**src/rtl/regfile.sv**
```systemverilog
// Architectural register file with per-register rename tags and commit bypass.
// Register 0 is hardwired to data 0 / tagFree; commits clear a tag only when the committing tag still owns it.
module regfile #(
    parameter int unsigned dataWidth = 32,
    parameter int unsigned regWidth  = 5,
    parameter int unsigned tagWidth  = 4,
    parameter logic [tagWidth-1:0] tagFree = {1'b1, {(tagWidth-1){1'b0}}}
) (
    input  logic                 clk,
    input  logic                 rst,
    input  logic                 renameEnable,
    input  logic [regWidth-1:0]  renameReg,
    input  logic [tagWidth-1:0]  renameTag,
    input  logic [regWidth-1:0]  reg1Name,
    input  logic [regWidth-1:0]  reg2Name,
    output logic [dataWidth-1:0] reg1Data,
    output logic [dataWidth-1:0] reg2Data,
    output logic [tagWidth-1:0]  reg1Tag,
    output logic [tagWidth-1:0]  reg2Tag,
    input  logic                 regfileEnable,
    input  logic [regWidth-1:0]  rob_reg_name,
    input  logic [dataWidth-1:0] rob_reg_data,
    input  logic [tagWidth-1:0]  rob_reg_tag
);

    localparam int unsigned NumRegs = 1 << regWidth;

    logic [dataWidth-1:0] data_q [NumRegs];
    logic [dataWidth-1:0] data_d [NumRegs];
    logic [tagWidth-1:0]  tag_q  [NumRegs];
    logic [tagWidth-1:0]  tag_d  [NumRegs];

    logic commit_valid;
    logic rename_valid;

    assign commit_valid = regfileEnable && (rob_reg_name != '0);
    assign rename_valid = renameEnable && (renameReg != '0);

    // Rename is applied after the commit clear so it wins on the same register.
    always_comb begin
        data_d = data_q;
        tag_d  = tag_q;
        if (commit_valid) begin
            data_d[rob_reg_name] = rob_reg_data;
            if (tag_q[rob_reg_name] == rob_reg_tag) begin
                tag_d[rob_reg_name] = tagFree;
            end
        end
        if (rename_valid) begin
            tag_d[renameReg] = renameTag;
        end
    end

    always_ff @(posedge clk or negedge rst) begin
        if (!rst) begin
            for (int unsigned i = 0; i < NumRegs; i++) begin
                data_q[i] <= '0;
                tag_q[i]  <= tagFree;
            end
        end else begin
            data_q <= data_d;
            tag_q  <= tag_d;
        end
    end

    // Read ports see pre-rename state; a matching commit is forwarded combinationally.
    always_comb begin
        reg1Data = data_q[reg1Name];
        reg1Tag  = tag_q[reg1Name];
        if (reg1Name == '0) begin
            reg1Data = '0;
            reg1Tag  = tagFree;
        end else if (regfileEnable && (rob_reg_name == reg1Name)
                     && (rob_reg_tag == tag_q[reg1Name])) begin
            reg1Data = rob_reg_data;
            reg1Tag  = tagFree;
        end
    end

    always_comb begin
        reg2Data = data_q[reg2Name];
        reg2Tag  = tag_q[reg2Name];
        if (reg2Name == '0) begin
            reg2Data = '0;
            reg2Tag  = tagFree;
        end else if (regfileEnable && (rob_reg_name == reg2Name)
                     && (rob_reg_tag == tag_q[reg2Name])) begin
            reg2Data = rob_reg_data;
            reg2Tag  = tagFree;
        end
    end

endmodule

```
**config.mk**
```make
export PLATFORM = sky130hd
export DESIGN_NAME = regfile
export DESIGN_NICKNAME = d
export VERILOG_FILES = /design/src/rtl/regfile.sv
export SDC_FILE = /design/constraint.sdc
export NUM_CORES = 2
export LEC_CHECK = 0
export CELL_PAD_IN_SITES_DETAIL_PLACEMENT = 1
export CELL_PAD_IN_SITES_GLOBAL_PLACEMENT = 1
export CORE_ASPECT_RATIO = 0.8
export CORE_MARGIN = 3
export CORE_UTILIZATION = 55
export DETAILED_ROUTE_END_ITERATION = 7
export DONT_BUFFER_PORTS = 1
export PLACE_DENSITY_LB_ADDON = 0.1
export RECOVER_POWER = 100
export SETUP_SLACK_MARGIN = 0.3
export SLEW_MARGIN = 20
export SYNTH_ARGS = -nofsm -noshare
export SYNTH_HDL_FRONTEND = slang
export SYNTH_SLANG_ARGS = --single-unit
```
**constraint.sdc**
```tcl
create_clock -name clk -period 6.3 [get_ports clk]
set_clock_uncertainty 0.2 [all_clocks]
set_input_delay 1.26 -clock clk [delete_from_list [all_inputs] [get_ports clk]]
set_output_delay 1.26 -clock clk [all_outputs]
set_load 0.05 [all_outputs]
```
After elaboration in Yosys (flattened, before gate mapping)
Cells that the tools add are included.
{ "totals": {"ff_bits": 1152, "in_bits": 64, "out_inout_bits": 72, "elab_cells": 128} }
{ "classes": {"order_cmp": 6, "eq_ne": 5, "muxes": 34, "bitwise_logic": 7, "n_reduce_logical": 12} }
{ "ops": {"columns": ["op", "n"], "rows": [
  ["$bwmux 1024", 1],
  ["$mux 128", 3],
  ["$bmux 32 s5", 2],
  ["$mux 32", 9],
  ["$demux 32 s5", 1],
  ["$bwmux 128", 1],
  ["$and 96x96->96", 1],
  ["$not 96->96", 1],
  ["$bmux 4 s5", 3],
  ["$mux 4", 12],
  ["$demux 4 s5", 2],
  ["$or 32x32->32", 1],
  ["$ge 6x6->1 const B", 4],
  ["$not 5->6", 4],
  ["$eq 4x4->1", 3],
  ["$lt 6x1->1 const B", 2],
  ["$eq 5x5->1", 2],
  ["$logic_not 5->1", 2],
  ["$reduce_bool 5->1", 2],
  ["$logic_and 1x1->1", 8]
]} }

Logic depth before layout (Yosys ltp)
{ "logic_depth": {"ltp_word": 11, "depth_mapped": 13} }

Worst setup path before layout
Ideal clock, no wire load.
{ "synth_path": {"path_type": "in2out", "startpoint": "in reg2Name[0]", "endpoint": "out reg2Tag[0]", "t_arrival_ps": 4590, "t_required_ps": 4840, "slack_ps": 250, "cell_stages": 11, "cell_sequence": "buf_2 > buf_2 > mux4_2 > mux4_2 > nand2_1 > nand2_1 > xnor2_1 > and4b_1 > buf_4 > buf_6 > a211oi_1"} }
{ "synth_between": {"elab_chain_cells": 8, "word_cells_on_any_way": 11} }
{ "synth_rtl": {"columns": ["element", "line_no", "text"], "rows": [
  ["start, declared", "15", "input logic [regWidth-1:0] reg2Name,"],
  ["$not 5->6 (implied by the code)", "82, 87", null],
  ["$bmux 4 s5", "82, 87", null],
  ["$mux 4 (implied by the code) (2 in series)", "82, 87", null],
  ["$eq 4x4->1", "87", "&& (rob_reg_tag == tag_q[reg2Name])) begin"],
  ["$logic_and 1x1->1", "87", null],
  ["$mux 4", "86", "end else if (regfileEnable && (rob_reg_name == reg2Name)"],
  ["$mux 4 *", "83", "if (reg2Name == '0) begin"],
  ["end, declared", "19", "output logic [tagWidth-1:0] reg2Tag,"]
]} }
Every way passes the cells marked *; elsewhere a longest branch is shown, timed or not. The select of a mux whose other input is x is not followed.

Worst setup path in the final report
{ "layout_path": {"startpoint": "in reg2Name[1]", "endpoint": "out reg2Data[25]"} }
{ "layout_between": {"elab_chain_cells": 8, "word_cells_on_any_way": 14} }
{ "layout_rtl": {"columns": ["element", "line_no", "text"], "rows": [
  ["$not 5->6 (implied by the code)", "81, 87", null],
  ["$bmux 4 s5", "87", null],
  ["$mux 4 (implied by the code) (2 in series)", "87", null],
  ["$eq 4x4->1", "87", null],
  ["$logic_and 1x1->1", "87", null],
  ["$mux 32", "86", null],
  ["$mux 32 *", "83", null],
  ["end, declared", "17", "output logic [dataWidth-1:0] reg2Data,"]
]} }
Marked as above.

==> reports/metrics.yaml <==
sta:
  rsz0062_at_grt: "false"
  fmax_mhz: 155
  slew-limit-headroom_pct: -188
  fin_ws_ps: -150
  setup_viol: 20
  setup_tns_ps: -1460
  whs_ps: 139
  fin_crit_ps: 6450
  finalCritPeriodShare_pct: 102
  finalHoldViolations: 0
  worst_pin_slew_ps: 4310
  slew_violations: 1573
drt:
  drc: 0
  first_pass_iters: 5
  vias: 41100
  first_iter_violations: 3919
  postRouteAntennaNets: 0
  routedWlPerCell_um: 37.8
  routed_wl_um: 214000
  via_per_inst: 7.28
floorplan:
  dieArea_um2: 121000
  start_util_pct: 55.8
  fp-row-count: 111
  ios: 136
  die_w_um: 388
  die_h_um: 312
  core_um2: 115000
status:
  status: "finished with violations"
  violations: "max-capacitance violations, max-slew violations, negative setup slack"
clock_network:
  root_buffer: "clkbuf_16"
  cts_buffers: 118
  cts_buffer_depth: 3
  ctsHtreeMaxLevel: 3
  cts_tree: "done"
  clk_latency_ps: 770
  cts_setup_buffers: 0
  path_clk_slew_ps: 60
  cts_num_sinks: 1152
power:
  p_sw_uw: 6330
  switching_share_pct: 28.6
  powerDensity_nw_per_um2: 320
  p_int_uw: 15800
  power_frac_comb_pct: 22.1
  power.total_uw: 22200
  pwr-share-clk_pct: 32.0
  ir_drop_uv: 287
  power.leakage_uw: 0.0292
  seqPwrFrac_pct: 45.8
worst_setup_path:
  worstSetupEndpointType: "primary output"
  r2r-start: "tag_q[69]$_DFF_PN0_"
  path_max_fanout: 300
  startpoint: "reg2Name[1]"
  worstPathArrival_ps: 4990
  worstSetupPathType: "in -> out"
  required_ps: 4840
  reg2reg_depth: 8
  crit_path_start_kind: "primary input"
  rrSetupSlack_ps: 610
  worstReg2RegEnd: "tag_q[28]$_DFF_PN0_"
synthesis:
  synth_nets: 4331
  avgSynthCellArea_um2: 15.1
  synthArstFlopShare_pct: 100
  yosysSeqAreaShare_pct: 44.9
  yosysTopAreaCellShare_pct: 43.6
  synth_warnings: 0
  synth-edff-count: 0
  syn-cell-area_um2: 64300
  synthCells: 4267
  synth_area_leaders: "dfrtp_1, mux4_2, mux2_2"
  synth.largest_area_cell: "dfrtp_1"
  synth.distinct_cells: 56
  synth-seq-cells: 1152
  synth_flop_cell: "dfrtp_1"
placed_design:
  dp_cells: 5427
  dpl_cell_area_um2: 65600
  io_buffers: 0
  hpwl_um: 117000
  gp_congestion: 0.953
global_routing:
  grt.total_usage_pct: 35.4
  antenna_found_initial: 4
  grt_pass1_vias: 44600
  grt_overflow: 0
  grt_pass1_wl_um: 315000
  grt_max_degree: 301
cells_and_area:
  final_nets: 4094
  layout-drive-gt1-share_pct: 49.2
  stdcell_count: 5645
  syn2layout_area_growth_pct: 7.55
  final_area_um2: 69200
  n_antenna_cell: 0
  fillers: 10200
  layout_commonest_cell: "dfrtp_1"
  final_cell_mix: "dfrtp_1, mux2_2, mux4_2, mux2i_1, clkbuf_16"
flow_run:
  maxCapViolCount: 41
min_path:
  hold_class: "in -> async"
-- state kept, by name, indices dropped and copies added (netlist names) --
signal and count:
data_q 1024, tag_q 128
-- worst max-delay path, cell delays in order --
cell	delay [ps]
mux4_2	590
a32oi_1	350
o41ai_4	210
or3_1	350
a221oi_1	380
and4b_4	330
buf_8	280
mux2i_1	300
clkbuf_2	330
-- worst max-delay path by stage --
stage	to	slack, ps	cells past startpoint
after floorplan	reg2Tag[1]	360	11
after global placement	reg1Data[20]	500	9
after detailed placement	reg1Data[26]	250	9
after CTS	reg1Data[26]	320	9
after global routing	reg2Data[25]	140	9
final	reg2Data[25]	-150	9
-- synth_stat cells, drive strengths merged, types with 6 or more instances --
| cell | number |
|---|---|
| nor2 | 110 |
| nand4 | 6 |
| inv | 31 |
| a22oi | 14 |
| o21ai | 33 |
| or3 | 36 |
| mux4 | 716 |
| a21oi | 104 |
| xor2 | 12 |
| or2 | 6 |
| mux2 | 1001 |
| dfstp | 32 |
| nor2b | 19 |
| mux2i | 232 |
| clkbuf | 284 |
| o211ai | 36 |
| and3 | 7 |
| buf | 201 |
| dfrtp | 1120 |
| nor3 | 22 |
| nand2 | 112 |
| a221oi | 11 |
| nand2b | 43 |
| nand3 | 13 |
-- power groups by stage --
| stage | clock network [uW] | logic, uW | registers, uW |
|---|---|---|---|
| final | 7100 | 4900 | 10200 |
| after global routing | 7540 | 5190 | 10300 |
| after CTS | 7220 | 4860 | 10100 |
| after detailed placement | 0 | 4820 | 10200 |
| after global placement | 0 | 4600 | 9950 |
| after floorplan | 0 | 4050 | 9640 |
-- cell families (layout without fill, tap and decap cells) --
kind of cell    after synthesis  in the layout  share of synthesized area [%]
compound gates              238            238                           2.31
simple gates                393            393                           2.93
buf+inv                     518            371                           3.38
xor+xnor                     17             17                          0.232
flops                      1152           1152                           44.9
mux                        1949           1949                           46.3
-- cell type report --
class	instances	area, um^2	area share [%]
Multi-Input combinational cell	2597	33400	48.3
Sequential cell	1152	28900	41.7
Clock buffer	181	3520	5.09
Tap cell	1525	1910	2.76
Timing Repair Buffer	129	1030	1.49
Clock inverter	29	318	0.460
Inverter	32	130	0.188
-- repair_timing --
action,4_1_cts,5_1_grt
hold buffers,1,0
pin swaps,0,0
endpoints found under the setup margin,5,57
hold endpoints to repair,45,0
gates resized for setup,2,5
gates cloned,0,3
-- through the flow --
step	worst slack, ps	utilization [%]
3_5_place_dp	247	56.9
6_report	-150	60.0
3_3_place_gp	502	56.8
5_1_grt	139	60.0
4_1_cts	323	60.3
2_1_floorplan	364	-
-- routing by layer --
metal | track usage (%) | vias to the layer above | part of all wire, % | wire length (um)
met1 | 50.5 | 22700 | 41 | 88300
met4 | 12.6 | 2 | 3.8 | 8210
met5 | 0 | - | 0.0061 | 13
li1 | - | 16000 | - | -
met3 | 7.59 | 474 | 8.0 | 17200
met2 | 54.5 | 1888 | 47 | 99900
No activity file was read; power rests on OpenSTA's default activity.
